File: src/rtl/imem_loader.sv
// Streams a little-endian byte image into instruction memory, zero-pads the tail
// and holds the CPU in reset until the image is complete.
module imem_loader #(
    parameter int DEPTH = 64,
    parameter int AW    = 6
) (
    input  logic          clk,
    input  logic          reset,
    input  logic          start,
    input  logic          in_valid,
    input  logic [7:0]    in_data,
    input  logic          in_last,
    output logic          in_ready,
    input  logic          end_program,
    output logic          imem_we,
    output logic [AW-1:0] imem_addr,
    output logic [31:0]   imem_wdata,
    output logic          cpu_reset,
    output logic          load_done,
    output logic [AW:0]   word_count,
    output logic          error
);

    typedef enum logic [2:0] {IDLE, LOAD, WRITE, PAD, RUN, ERROR} state_t;

    localparam logic [AW:0]   DEPTH_W   = (AW+1)'(DEPTH);
    localparam logic [AW-1:0] LAST_ADDR = AW'(DEPTH - 1);

    state_t        state_q, state_d;
    logic [1:0]    byte_idx_q, byte_idx_d;
    logic [AW-1:0] addr_q, addr_d;
    logic [AW:0]   wc_q, wc_d;
    logic [31:0]   word_q, word_d;
    logic          last_q, last_d;
    logic [AW:0]   wc_inc;

    assign wc_inc = wc_q + 1'b1;

    always_ff @(posedge clk or negedge reset) begin
        if (!reset) begin
            state_q    <= IDLE;
            byte_idx_q <= '0;
            addr_q     <= '0;
            wc_q       <= '0;
            word_q     <= '0;
            last_q     <= 1'b0;
        end else begin
            state_q    <= state_d;
            byte_idx_q <= byte_idx_d;
            addr_q     <= addr_d;
            wc_q       <= wc_d;
            word_q     <= word_d;
            last_q     <= last_d;
        end
    end

    always_comb begin
        state_d    = state_q;
        byte_idx_d = byte_idx_q;
        addr_d     = addr_q;
        wc_d       = wc_q;
        word_d     = word_q;
        last_d     = last_q;
        imem_we    = 1'b0;
        imem_addr  = '0;
        imem_wdata = '0;

        case (state_q)
            IDLE, ERROR: begin
                if (start) begin
                    state_d    = LOAD;
                    byte_idx_d = '0;
                    addr_d     = '0;
                    wc_d       = '0;
                    word_d     = '0;
                    last_d     = 1'b0;
                end
            end
            LOAD: begin
                if (in_valid) begin
                    // word_q is cleared after every write, so a short final word
                    // comes out zero-filled without extra masking.
                    word_d     = word_q | (32'(in_data) << {byte_idx_q, 3'b000});
                    byte_idx_d = byte_idx_q + 2'd1;
                    if (byte_idx_q == 2'd3 || in_last) begin
                        state_d    = WRITE;
                        byte_idx_d = '0;
                        last_d     = in_last;
                    end
                end
            end
            WRITE: begin
                imem_we    = 1'b1;
                imem_addr  = addr_q;
                imem_wdata = word_q;
                wc_d       = wc_inc;
                addr_d     = addr_q + 1'b1;
                word_d     = '0;
                if (last_q)
                    state_d = (wc_inc == DEPTH_W) ? RUN : PAD;
                else
                    state_d = (wc_inc == DEPTH_W) ? ERROR : LOAD;
            end
            PAD: begin
                // addr_q starts at word_count, left there by the final WRITE
                imem_we   = 1'b1;
                imem_addr = addr_q;
                addr_d    = addr_q + 1'b1;
                if (addr_q == LAST_ADDR)
                    state_d = RUN;
            end
            RUN: begin
                if (end_program)
                    state_d = IDLE;
            end
            default: state_d = IDLE;
        endcase
    end

    assign in_ready   = (state_q == LOAD);
    assign cpu_reset  = (state_q != RUN);
    assign load_done  = (state_q == RUN);
    assign error      = (state_q == ERROR);
    assign word_count = wc_q;

endmodule

File: config.mk
export PLATFORM = sky130hd
export DESIGN_NAME = imem_loader
export DESIGN_NICKNAME = d
export VERILOG_FILES = /design/src/rtl/imem_loader.sv
export SDC_FILE = /design/constraint.sdc
export NUM_CORES = 1
export LEC_CHECK = 0
export ABC_AREA = 1
export CAP_MARGIN = 20
export CELL_PAD_IN_SITES_DETAIL_PLACEMENT = 0
export CELL_PAD_IN_SITES_GLOBAL_PLACEMENT = 1
export CORE_MARGIN = 3
export CORE_UTILIZATION = 37
export CTS_BUF_LIST = sky130_fd_sc_hd__clkbuf_16
export CTS_CLUSTER_DIAMETER = 150
export CTS_CLUSTER_SIZE = 28
export DETAILED_ROUTE_END_ITERATION = 16
export PLACE_DENSITY_LB_ADDON = 0.1
export SETUP_SLACK_MARGIN = 0.05
export SLEW_MARGIN = 20
export SYNTH_ARGS = -nofsm -noshare
export SYNTH_HDL_FRONTEND = slang
export SYNTH_SLANG_ARGS = --single-unit
File: constraint.sdc
create_clock -name clk -period 1.7 [get_ports clk]
set_input_delay 0.34 -clock clk [delete_from_list [all_inputs] [get_ports clk]]
set_output_delay 0.34 -clock clk [all_outputs]
set_load 0.05 [all_outputs]
# Word level (Yosys, flattened, before mapping)
# Index checks and enable logic that the tools add are counted.
# word_totals
register_bits	51
in_bits	14
output_inout_bits	50
# op_classes
n_addsub	3
n_eq_ne	14
n_shift	1
mux	27
bitwise	1
reduce_logical	14
# op_table
op	count
$mux 32	3
$pmux 32 s3	1
$or 32x32->32	1
$shl 8x5->32	1
$mux 3	8
$pmux 3 s5	1
$pmux 7 s2	1
$mux 6	2
$pmux 6 s2	1
$ne 2x2->1 const B	4
$add 7x1->7 const B	1
$eq 7x7->1 const B	1
$mux 7	1
$add 6x1->6 const B	1
$eq 3x2->1 const B	2
$eq 3x3->1 const B	2
$eq 6x6->1 const B	1
$mux 2	3
$reduce_and 3->1	2
$reduce_bool 2->1	3
$reduce_and 5->1	1
$mux 1	4
$pmux 2 s2	1
$reduce_and 2->1	2
other kinds (11)	12

# Longest topological paths before layout
# depth
word_depth	5
ltp_mapped	12

# Least setup slack after synthesis
# OpenSTA, ideal clock, no wires.
# synth_timing
path_kind	register -> output
start	register state_q[1]
end	output imem_wdata[10]
arrival_time_ns	2.264
t_required_ns	1.360
path_slack_ns	-0.904
stages_incl_launch_ff	9
n_path_buf	2
cell_sequence	dfrtp_1 inv_2 nor2_2 inv_2 nor2_4 inv_2 buf_6 buf_6 nor2_1
# synth_via
elab_chain_len	2
# synth_rtl
item	line	text
from (decl)	29	state_t state_q, state_d;
from (signal assigned)	48	state_q <= state_d;
$eq 3x2->1	68	case (state_q)
$mux 32	68	
to (decl)	17	output logic [31:0] imem_wdata,
# Every way passes these cells.

# Final worst setup path
# layout_timing
start	register state_q[1]
end	output imem_wdata[0]
# The elaborated chain is that of the path after synthesis.

==> flow_summary.toml <==
[outcome]
outcome = "finished with violations"
failed_checks = "negative setup slack"

[clock_network]
post_cts_hold_buffer_count = 0
clock_sinks = 51
cts_tree = "done"
cts-buffers-inserted = 5
master_cell_of_the_clock_root_buffer = "sky130_fd_sc_hd__clkbuf_16"
cts.clk_slew.worst_paths_ns = 0.07
clk_path_buf_depth = 2
h-tree-depth = 2
clk_latency_ns = 0.28

[route]
viasPerCell = 4.66
detail_route.first_pass.iterations = 4
remaining_drc_errors = 0
drtIter0Drc = 82
num_vias = 2580
routed_wl_mm = 7.36
antenna_left = 0
routedWlPerCell_um = 13.3

[placement]
hpwlAfterDp_mm = 4.91
placedInstanceArea_sq_mm = 0.00397
place.gp.congestion = 0.779
placement.io_buffers = 63

[timing]
setup_viol = 70
setup_ws_ns = -0.170
layout_min_cycle_time_ns = 1.87
rsz_0062_raised_after_global_routing = "true"
max-slew-margin-rel_pct = 77.7
tightest_slew_ns = 0.332
finalClockSkew_ns = 0.00407
layout_worst_path_cycle_share_pct = 110
finalSetupTns_ns = -6.49
hold_viol = 0
slew_viol_final = 0
maxClockFrequency_mhz = 535

[yosys]
synth-warning-count = 0
syn-instance-count = 368
synth-adder-area-share_pct = 1.74
synth-simple-area-share_pct = 25.9
synth_compound_area_share_pct = 12.5
synth_top_family_by_area = "simple AND/OR/NAND/NOR gates"
synthesis.area_per_instance_sq_um = 7.82
synthesis.nets = 386
seq_area_frac_synth_pct = 44.3
postSynth.topFlopCell = "sky130_fd_sc_hd__dfrtp_1"
fraction_of_synthesized_cell_area_in_xor_and_xnor_cells_pct = 0.913
postSynthRegisterBits = 51
synth-async-reset-ratio_pct = 100
netlist-cell-type-count = 33
synthesis.area_sq_mm = 0.00288
synth-edff-count = 0
muxShareOfSynthArea_pct = 0

[worst_hold_path]
type_of_the_worst_min_delay_path = "input pin to asynchronous set/reset pin"

[worst_setup_path]
cp_data_arrival_time_ns = 1.53
worst_setup_path_end_kind = "output port"
timing_worst_setup_path_type = "flop to output port"
origin_of_the_critical_flop_to_flop_path = "state_q[2]"
worstRegToRegCells = 10
setup.worst_path.start_class = "flop"
worstPathMaxFanout = 19
endpoint_of_the_worst_slack_reg_to_reg_timing_path = "word_q[0]"
reg2reg_slack_ns = -0.15
timing.critical_path.required_ns = 1.36

[finish]
area_growth_syn_to_layout_pct = 62.7
filler_cell_count = 661
antenna_cells = 0
post-route-util_pct = 63.2
layout.cell_area.non_filler_sq_mm = 0.00468
drive_gt1_share_pct = 46.6
finalNetCount = 472

[die]
floorplan.core_area_sq_mm = 0.00741
floorplan.io_pins = 64
initial_core_util_pct = 38.9
dieHeight_um = 94.2
die_w_um = 94.2
dieArea_sq_mm = 0.00888
fp-row-count = 31

[global_routing]
busiest_layer = "met2"
grt_antenna_before_repair = 0
grt_start_max_net_pins = 52
grt_use_met1_pct = 25.2
grt_remaining_overflow = 0
grt_pass1_vias = 2484
global_route.usage.met3_pct = 3.04
use_met2_pct = 26.1
global_router_s_overall_resource_usage_pct = 17.0
grt_pass1_wl_mm = 12.0

[pwr]
power_density_mw_per_mm2 = 1590
max-vdd-ir-drop_v = 0.00119
report.power.total_mw = 7.46
cellLeakagePower_nw = 2.06

[flow_run]
maxCapViolCount = 0
[cell usage after synthesis, types with 2 or more instances]
cell type,count,area share [%]
sky130_fd_sc_hd__a21oi_1,14,2.4
sky130_fd_sc_hd__a21oi_2,20,6.1
sky130_fd_sc_hd__buf_12,2,1.4
sky130_fd_sc_hd__buf_6,4,1.6
sky130_fd_sc_hd__buf_8,2,1.0
sky130_fd_sc_hd__clkbuf_1,2,0.26
sky130_fd_sc_hd__dfrtp_1,51,44
sky130_fd_sc_hd__ha_1,4,1.7
sky130_fd_sc_hd__inv_1,69,9.0
sky130_fd_sc_hd__inv_2,7,0.91
sky130_fd_sc_hd__nand2_1,81,11
sky130_fd_sc_hd__nand2_2,2,0.43
sky130_fd_sc_hd__nand3_1,16,2.8
sky130_fd_sc_hd__nor2_1,55,7.2
sky130_fd_sc_hd__nor2_8,2,1.4
sky130_fd_sc_hd__nor3_1,2,0.35
sky130_fd_sc_hd__o21ai_0,8,1.4
sky130_fd_sc_hd__o21ai_1,7,1.2
sky130_fd_sc_hd__o22ai_1,4,0.87
sky130_fd_sc_hd__xor2_1,3,0.91
[through the flow]
step                worst slack, ns  hold WS (ns)  cells
floorplan                    -0.395        0.0444    368
global placement            -0.0600         0.359    531
detailed placement          -0.0995         0.355    531
CTS                          -0.181        0.0521    542
global route                 -0.251        0.0694    554
finish                       -0.170        0.0423    554
[area by class of cell]
| class | count | area, sq um | area share (%) |
|---|---|---|---|
| clock buffers | 5 | 125 | 2.67 |
| flip-flops and latches | 51 | 1280 | 27.3 |
| clock inverters | 3 | 63.8 | 1.36 |
| repair buffers | 88 | 1100 | 23.5 |
| multi-input cells | 232 | 1700 | 36.2 |
| inverters | 76 | 295 | 6.31 |
| well taps | 99 | 124 | 2.64 |
[worst max-delay path: stages (launching register included)]
cell                      delay (ns)
sky130_fd_sc_hd__dfrtp_1        0.36
sky130_fd_sc_hd__inv_2          0.06
sky130_fd_sc_hd__nor2_4         0.11
sky130_fd_sc_hd__inv_2          0.06
sky130_fd_sc_hd__nor2_4         0.11
sky130_fd_sc_hd__inv_4          0.07
sky130_fd_sc_hd__buf_12         0.18
sky130_fd_sc_hd__nor2_4         0.13
sky130_fd_sc_hd__buf_6          0.16
[what timing repair did]
item | in CTS | in global routing
gates cloned | 1 | 3
gates resized for setup | 38 | 74
setup buffers | 2 | 10
pin swaps | 3 | 26
endpoints found under the setup margin | 42 | 86
[power by group]
group	total (mW)	switching [mW]	leakage [nW]	internal, mW
combinational	4.50	2.91	1.28	1.59
sequential	1.69	0.163	0.687	1.53
clock	1.26	0.425	0.0952	0.838
[sequential cells by signal (all words and copies together), names as in the netlist]
| signal | count |
|---|---|
| state_q | 3 |
| last_q | 1 |
| word_q | 32 |
| byte_idx_q | 2 |
| addr_q | 6 |
| word_count | 7 |
[cell families (layout without fill, tap and decap cells)]
| logic type | after synthesis | after routing |
|---|---|---|
| compound gates | 55 | 55 |
| xor+xnor | 3 | 3 |
| fa+ha+maj | 4 | 4 |
| buf+inv | 88 | 172 |
| flops | 51 | 51 |
| simple gates | 167 | 170 |
[placed cells by master, fill, tap and decap left out]
cell,count
sky130_fd_sc_hd__nand3_2,3
sky130_fd_sc_hd__nor2_8,2
sky130_fd_sc_hd__buf_8,13
sky130_fd_sc_hd__nor3_2,1
sky130_fd_sc_hd__dfrtp_1,49
sky130_fd_sc_hd__o21ai_1,10
sky130_fd_sc_hd__buf_2,1
sky130_fd_sc_hd__nor3_1,1
sky130_fd_sc_hd__nor4_1,1
sky130_fd_sc_hd__buf_12,18
sky130_fd_sc_hd__o211ai_1,1
sky130_fd_sc_hd__a21oi_1,6
sky130_fd_sc_hd__xor2_1,3
sky130_fd_sc_hd__inv_1,68
sky130_fd_sc_hd__buf_6,19
sky130_fd_sc_hd__clkdlybuf4s50_1,12
sky130_fd_sc_hd__nand2_2,28
sky130_fd_sc_hd__buf_4,24
sky130_fd_sc_hd__o21ai_0,4
sky130_fd_sc_hd__o22ai_1,4
sky130_fd_sc_hd__o21bai_1,1
sky130_fd_sc_hd__nand3_1,12
sky130_fd_sc_hd__nor2_4,44
sky130_fd_sc_hd__nor3_4,2
sky130_fd_sc_hd__or2_1,1
sky130_fd_sc_hd__o21ai_2,1
sky130_fd_sc_hd__a21oi_2,28
sky130_fd_sc_hd__ha_1,4
sky130_fd_sc_hd__nand2_1,52
sky130_fd_sc_hd__nor2_2,2
sky130_fd_sc_hd__clkbuf_16,6
sky130_fd_sc_hd__nand2_4,4
sky130_fd_sc_hd__nand3_4,1
sky130_fd_sc_hd__nor2_1,13
sky130_fd_sc_hd__bufinv_16,2
sky130_fd_sc_hd__inv_4,4
sky130_fd_sc_hd__inv_2,5
sky130_fd_sc_hd__dfrtp_2,2
sky130_fd_sc_hd__nand4_1,1
sky130_fd_sc_hd__nand2_8,2
[worst max path at each step]
stage	end	startpoint	slack [ns]	cells past startpoint
2_1_floorplan	imem_wdata[10]	state_q[1]	-0.40	8
3_3_place_gp	word_q[6]	in_valid	-0.06	7
3_5_place_dp	word_q[6]	in_valid	-0.1	7
4_1_cts	imem_wdata[0]	state_q[1]	-0.18	8
5_1_grt	imem_wdata[0]	state_q[1]	-0.25	8
6_report	imem_wdata[0]	state_q[1]	-0.17	8
[per-layer routing]
layer | share of wire (%) | vias up | routed length [um]
li1 | - | 1304 | -
met1 | 48 | 1225 | 3550
met2 | 47 | 47 | 3480
met3 | 3.8 | 4 | 277
met4 | 0.65 | 0 | 48
met5 | 0 | - | 0
(Power assumes the default switching activity.)
